$ cat config.mk
export PLATFORM = sky130hd
export DESIGN_NAME = seven_seg_scan_mux
export DESIGN_NICKNAME = d
export VERILOG_FILES = /design/src/rtl/seven_seg_scan_mux.sv
export SDC_FILE = /design/constraint.sdc
export NUM_CORES = 1
export LEC_CHECK = 0
export ABC_AREA = 1
export CAP_MARGIN = 20
export CELL_PAD_IN_SITES_DETAIL_PLACEMENT = 1
export CELL_PAD_IN_SITES_GLOBAL_PLACEMENT = 2
export CORE_ASPECT_RATIO = 0.75
export CORE_MARGIN = 3
export CORE_UTILIZATION = 25
export CTS_CLUSTER_SIZE = 25
export DETAILED_ROUTE_END_ITERATION = 7
export PLACE_DENSITY = 0.82
export SYNTH_ARGS = -nofsm -noshare
export SYNTH_HDL_FRONTEND = slang
export SYNTH_SLANG_ARGS = --single-unit
export TNS_END_PERCENT = 30
$ cat constraint.sdc
create_clock -name clk -period 2.45 [get_ports clk]
set_input_delay 0.49 -clock clk [delete_from_list [all_inputs] [get_ports clk]]
set_output_delay 0.49 -clock clk [all_outputs]
set_load 0.05 [all_outputs]
$ cat src/rtl/seven_seg_scan_mux.sv
// Two-digit seven-segment scan multiplexer: shares one segment bus between two digits,
// with a per-frame shadow capture of both patterns and a blanking lead-in on every slot.
module seven_seg_scan_mux #(
    parameter int SLOT_CYCLES  = 4,
    parameter int BLANK_CYCLES = 1,
    parameter int ACTIVE_LOW   = 1
) (
    input  logic       clk,
    input  logic       rst_n,
    input  logic       Enable,
    input  logic [7:0] SevenSegDig1,
    input  logic [7:0] SevenSegDig2,
    output logic [7:0] SegOut,
    output logic [1:0] DigitSel,
    output logic       FrameTick
);

    localparam int CW = (SLOT_CYCLES > 2) ? $clog2(SLOT_CYCLES) : 1;
    localparam logic [CW-1:0] CNT_LAST      = CW'(SLOT_CYCLES - 1);
    localparam logic [CW-1:0] CNT_BLANK_END = CW'(BLANK_CYCLES - 1);

    typedef enum logic [2:0] {
        IDLE   = 3'd0,
        BLANK1 = 3'd1,
        SHOW1  = 3'd2,
        BLANK2 = 3'd3,
        SHOW2  = 3'd4
    } state_t;

    state_t        state_p0, state_n;
    logic [CW-1:0] cnt_p0, cnt_n;
    logic [7:0]    shadow1_p0, shadow2_p0;
    logic          capture;

    function automatic logic [7:0] pol_seg(input logic [7:0] lit);
        return (ACTIVE_LOW != 0) ? ~lit : lit;
    endfunction

    function automatic logic [1:0] pol_dig(input logic [1:0] sel);
        return (ACTIVE_LOW != 0) ? ~sel : sel;
    endfunction

    // Stage p0: scan state, slot counter and frame shadows
    always_ff @(posedge clk or negedge rst_n) begin
        if (!rst_n) begin
            state_p0   <= IDLE;
            cnt_p0     <= '0;
            shadow1_p0 <= 8'h00;
            shadow2_p0 <= 8'h00;
        end else begin
            state_p0 <= state_n;
            cnt_p0   <= cnt_n;
            if (capture) begin
                shadow1_p0 <= SevenSegDig1;
                shadow2_p0 <= SevenSegDig2;
            end
        end
    end

    always_comb begin
        state_n = state_p0;
        cnt_n   = cnt_p0;
        capture = 1'b0;
        if (state_p0 == IDLE) begin
            cnt_n = '0;
            if (Enable) begin
                state_n = BLANK1;
                capture = 1'b1;
            end
        end else if (!Enable) begin
            // Disable overrides any slot boundary on the same edge
            state_n = IDLE;
            cnt_n   = '0;
        end else begin
            cnt_n = (cnt_p0 == CNT_LAST) ? '0 : cnt_p0 + 1'b1;
            case (state_p0)
                BLANK1: if (cnt_p0 == CNT_BLANK_END) state_n = SHOW1;
                SHOW1:  if (cnt_p0 == CNT_LAST)      state_n = BLANK2;
                BLANK2: if (cnt_p0 == CNT_BLANK_END) state_n = SHOW2;
                SHOW2: begin
                    if (cnt_p0 == CNT_LAST) begin
                        state_n = BLANK1;
                        capture = 1'b1;
                    end
                end
                default: state_n = IDLE;
            endcase
        end
    end

    // Output decode from registered state only
    always_comb begin
        SegOut    = pol_seg(8'h00);
        DigitSel  = pol_dig(2'b00);
        FrameTick = (state_p0 == BLANK1) && (cnt_p0 == '0);
        case (state_p0)
            SHOW1: begin
                SegOut   = pol_seg(shadow1_p0);
                DigitSel = pol_dig(2'b10);
            end
            SHOW2: begin
                SegOut   = pol_seg(shadow2_p0);
                DigitSel = pol_dig(2'b01);
            end
            default: ;
        endcase
    end

endmodule
==> out/qor.yml, run 1 <==
status: "complete, no violations"
ant_nets: 0
dieHeight_um: 63.5
die_w_um: 82.6
diodes: 0
ir_drop_v: 0.000270
rsz0062_at_grt: "false"
reg2regPathDepth: 8
cpPeakStageDelay_ps: 730
hold_path.class: "flop to flop"
gp_congestion: 0.741
min_path_cells: 1
critPathLaunchType: "flop"
required_ps: 1960
endpoint_kind: "primary output"
critPathKind: "flop to primary output"
tns_ps: 0
drive_gt1_share_pct: 14.3
cts_max_path_buffers: 2
wl_per_cell_um: 12.5
yosysTopAreaCell: "dfrtp_1"
grt_usage_pct: 12.0
fin_crit_sh_pct: 95.6
dp_slack_ps: 368
cp_slowest_cell: "clkdlybuf4s50_1"
ff_latch_area_um2: 526
hold_ws_ps: 483
setup_viol: 0
synthTopCellsByArea: "dfrtp_1 (48%), o21ai_1 (11%), nand2_1 (8.5%), inv_1 (8.2%), o21a_1 (5.5%)"
post-route-min-period_ps: 2340
p_leak_nw: 0.757
antenna_found_initial: 0
grt_max_degree: 33
crit_fanout: 10
core_um2: 4150
fill_cells: 529
powerDensity_nw_per_um2: 1180
cts.sinks: 21
cts_htree_levels: 1
clk_latency_ps: 260
syn_area_per_cell_um2: 8.10
hpwl_mm: 2.18
clk_pin_slew_ps: 80
grt_overflow: 0
fin_nets: 190
drt_iter0_drc: 74
ys_ff_latch: 21
clock.fmax_mhz: 427
slew_viol_final: 0
drv_cap: 0
cts_tree: "done"
initial_core_util_pct: 26.5
vias: 961
rows: 20
cts_made_buffers: 3
syn_nets: 157
grt_pass1_vias: 1061
drc: 0
area.growth.synth_to_final_pct: 35.2
grt_pass1_wl_mm: 4.83
p_total_w: 0.00176
ios: 30
design.die.area_um2: 5240
vias_per_cell: 4.31
synth_top_area_share_pct: 47.7
syn_inst: 136
first_pass_iters: 4
cts_hold_buf: 0
hold_viol: 0
finalWirelength_mm: 2.79
cp.arrival_ps: 1850
ys_warn_count: 0
worstMarginPinSlew_ps: 505
synth_area_um2: 1100
finClkSkew_ps: 1.10
portBuffers: 29
synthDistinctLibCells: 19
max-slew-margin-rel_pct: 66.2
yosysSeqAreaShare_pct: 47.7
setup_slack_ps: 107
cts_root_buffer: "clkbuf_8"
cp_cell_sequence: "nor2_4 > nand2_4 > clkdlybuf4s50_1"
multiInputGateArea_um2: 455
## layout make-up
cell class / instances / share of cell area, %
flip-flops and latches: 21 / 35.3
multi-input cells: 85 / 30.6
repair buffers: 32 / 19.8
inverters: 26 / 6.55
well taps: 55 / 4.62
clock buffers: 3 / 2.77
clock inverters: 1 / 0.336
## final timing paths
path                                to        start  slack [ps]
max in group asynchronous  state_p0[1]        rst_n        1670
min in group asynchronous    cnt_p0[0]        rst_n         560
hold reg to reg              cnt_p0[0]    cnt_p0[0]         480
hold / removal               cnt_p0[0]    cnt_p0[0]         480
setup / recovery           DigitSel[0]  state_p0[1]         110
setup reg to reg           state_p0[1]  state_p0[2]        1000
## repair_timing
action / CTS / global route
buffers inserted: 0 / 0
gates resized for setup: 0 / 1
setup endpoints to repair: 0 / 1
## cell usage after synthesis, drive strengths merged
cell type	instances
a21oi	2
buf	4
dfrtp	21
ha	2
inv	26
nand2	28
nand3	11
nor2	8
nor3	1
o211ai	1
o21a	8
o21ai	24
## flip-flops by register name (all words and copies together) (netlist names)
register	count
shadow1_p0	8
shadow2_p0	8
cnt_p0	2
state_p0	3
## kinds of logic after synthesis
logic type / synth area share (%)
compound gates: 18.4
flops: 47.7
buf+inv: 10.9
simple gates: 20.7
fa+ha+maj: 2.27
## routing by layer
metal	global-route usage (%)	part of all wire, %	up-vias
met1	14.3	44	451
met4	3.67	0.36	0
met3	2.71	2.6	2
li1	-	-	497
met5	0	0	-
met2	21.2	53	11
## critical path, delay by kind of cell (launching register included)
family | cells | cell delay (ps)
and+or+nand+nor | 2 | 400
DFF | 1 | 460
buffers and inverters | 1 | 730
## power breakdown
part / total, W / switching (W) / internal, W
clock: 0.000228 / 0.000115 / 0.000113
sequential: 0.000609 / 0.000107 / 0.000501
combinational: 0.000922 / 0.000606 / 0.000316
## stage by stage
stage / instances / utilization [%] / cell area (µm²)
after CTS: 223 / 35.8 / 1490
after global routing: 223 / 35.8 / 1490
after floorplan: 136 / - / 1100
after global placement: 219 / 34.7 / 1440
after detailed placement: 219 / 34.7 / 1440
final: 223 / 35.8 / 1490
## layout by cell type, fill, tap and decap left out, drive strengths merged
master and instances:
nand2 28, inv 26, o21ai 24, dfrtp 21
clkdlybuf4s50 20, buf 11, nand3 11, o21a 8
nor2 8, clkbuf 3, a21oi 2, ha 2
nor3 1, o211ai 1, clkinv 1, dlymetal6s2s 1
(Power assumes the default switching activity.)
==> inputs of run 2 (changes only) <==
Settings changed: RECOVER_POWER from default to 50.
Clock period 2.45 ns to 2.2 ns, I/O delays scaled along.
==> run 2 against run 1 <==
  * Design area down 0.92%
  * Worst setup slack better by 18 ps
  * Non-clock buffer count unchanged
  * Critical path type unchanged
  * Largest power group unchanged
  * Highest routed layer unchanged
==> out/qor.yml, run 2 (synthesis results as in run 1) <==
status: "complete, no violations"  # unchanged
clk_pin_slew_ps: 80  # about the same
cts_htree_levels: 1  # unchanged
endpoint_kind: "primary output"  # unchanged
max-slew-margin-rel_pct: 24.4  # was 66.2%
hold_path.class: "flop to flop"  # unchanged
grt_max_degree: 33  # unchanged
post-route-min-period_ps: 2080
slew_viol_final: 0  # unchanged
cts_hold_buf: 0  # unchanged
powerDensity_nw_per_um2: 1330  # was 1180 nW/µm²
grt_pass1_vias: 1061  # unchanged
clk_latency_ps: 260  # about the same
cts_post_setup_buffers_inserted: 0  # unchanged
dieHeight_um: 63.5  # unchanged
diodes: 0  # unchanged
hpwl_mm: 2.23  # was 2.18 mm
vias_per_cell: 4.36  # was 4.31
rsz0062_at_grt: "false"  # unchanged
crit_family: "simple AND/OR/NAND/NOR gates"  # was buffers and inverters
wl_per_cell_um: 12.8  # was 12.5 µm
vias: 973  # was 961
cts_made_buffers: 3  # unchanged
p_leak_nw: 0.734  # was 0.757 nW
ant_nets: 0  # unchanged
grt_usage_pct: 11.6  # was 12.0%
portBuffers: 29  # unchanged
dp_slack_ps: 216  # was 368 ps
layout_common_cells: "nand2_1 (25), inv_1 (24), o21ai_1 (24)"  # unchanged
drv_cap: 0  # unchanged
worstMarginPinSlew_ps: 1130  # was 505 ps
grt_pass1_wl_mm: 4.72  # was 4.83 mm
hold_viol: 0  # unchanged
cts_tree: "done"  # unchanged
required_ps: 1760  # was 1960 ps
fill_cells: 524  # was 529
crit_fanout: 10  # unchanged
largest_registers: "shadow1_p0 x8, shadow2_p0 x8, state_p0 x3"  # unchanged
fin_nets: 190  # unchanged
area.growth.synth_to_final_pct: 34.0  # was 35.2%
design.die.area_um2: 5240  # unchanged
drc: 0  # unchanged
crit_path_frequent_cell: "nand2_4"
rows: 20  # unchanged
layout_commonest_cell: "nand2_1"  # unchanged
critPathLaunchType: "flop"  # unchanged
cp_slowest_cell: "dfrtp_1"  # was clkdlybuf4s50_1
setup_slack_ps: 125  # was 107 ps
critPathKind: "flop to primary output"  # unchanged
drt_iter0_drc: 27  # was 74
gp_congestion: 0.784  # was 0.741
finClkSkew_ps: 8.34  # was 1.10 ps
die_w_um: 82.6  # unchanged
initial_core_util_pct: 26.5  # unchanged
worst-path-buf-inv: 1  # unchanged
clock.fmax_mhz: 482
cts.sinks: 21  # unchanged
cp.arrival_ps: 1640  # was 1850 ps
cts_max_path_buffers: 2  # unchanged
cts_root_buffer: "clkbuf_8"  # unchanged
fin_crit_sh_pct: 94.3
cp_cell_sequence: "nor2_4 > nand2_4 > nand2_4 > o21a_1 > o21ai_1 > buf_4"  # was nor2_4 > nand2_4 > clkdlybuf4s50_1
ir_drop_v: 0.000358  # was 0.000270 V
core_um2: 4150  # unchanged
setup_viol: 0  # unchanged
grt_overflow: 0  # unchanged
cpPeakStageDelay_ps: 450  # was 730 ps
finalWirelength_mm: 2.85  # was 2.79 mm
tns_ps: 0  # unchanged
drive_gt1_share_pct: 14.3  # unchanged
antenna_found_initial: 0  # unchanged
first_pass_iters: 4  # unchanged
ios: 30  # unchanged
run 2: cell types whose count changed in the layout (fill, tap and decap cells not counted):
| cell | delta |
|---|---|
| dfrtp_1 | -1 |
| o211ai_2 | -1 |
| clkdlybuf4s50_1 | -4 |
| nand3_4 | +1 |
| dlygate4sd3_1 | +2 |
| dlygate4sd2_1 | +1 |
| nand3_2 | -1 |
| nor2_1 | +1 |
| dfrtp_2 | +1 |
| o211ai_1 | +1 |
| clkbuf_2 | +1 |
| dlymetal6s2s_1 | -1 |
| clkbuf_1 | +1 |
| nor2_2 | -1 |
run 2: power by group:
| group | total [W] | switching, W | internal [W] |
|---|---|---|---|
| clock | 0.000249 | 0.000123 | 0.000126 |
| sequential | 0.000690 | 0.000130 | 0.000560 |
| combinational | 0.00102 | 0.000674 | 0.000342 |
| total | 0.00196 | 0.000927 | 0.00103 |
run 2: path summary, 6_finish.rpt:
path / start / end / slack (ps) / cells past startpoint
setup / recovery: state_p0[0] / SegOut[5] / 120 / 6
hold / removal: cnt_p0[0] / cnt_p0[0] / 470 / 1
setup reg to reg: cnt_p0[0] / shadow1_p0[3] / 520 / 5
hold reg to reg: cnt_p0[0] / cnt_p0[0] / 470 / 1
max in group asynchronous: rst_n / state_p0[1] / 530 / 2
min in group asynchronous: rst_n / cnt_p0[0] / 910 / 2
run 2: stage by stage:
step	std cells	instance area [µm²]	hold slack, ps	power (W)	utilization, %
after floorplan	136	1100	144	0.00141	-
after global placement	219	1440	457	0.00169	34.5
after detailed placement	219	1440	469	0.00173	34.5
after CTS	223	1480	484	0.00198	35.6
after global routing	223	1480	530	0.00212	35.5
final	223	1480	472	0.00196	35.5
run 2: final cells by class:
cell class              count  area (µm²)  share of cell area, %
repair buffers             32         280                   19.0
multi-input cells          85         455                   30.9
clock inverters             1        5.00                  0.339
inverters                  26        97.6                   6.62
flip-flops and latches     21         527                   35.7
clock buffers               3        41.3                   2.80
well taps                  55        68.8                   4.66
run 2: timing repair:
item / in CTS / in global routing
resized for setup: 1 / 2
setup endpoints to repair: 1 / 2
pin swaps: 0 / 1
run 2: per-layer routing:
metal,share of wire (%),track usage (%)
met2,52,20.7
met3,2.9,2.14
met5,0,0
met4,1.3,3.67
met1,43,13.7
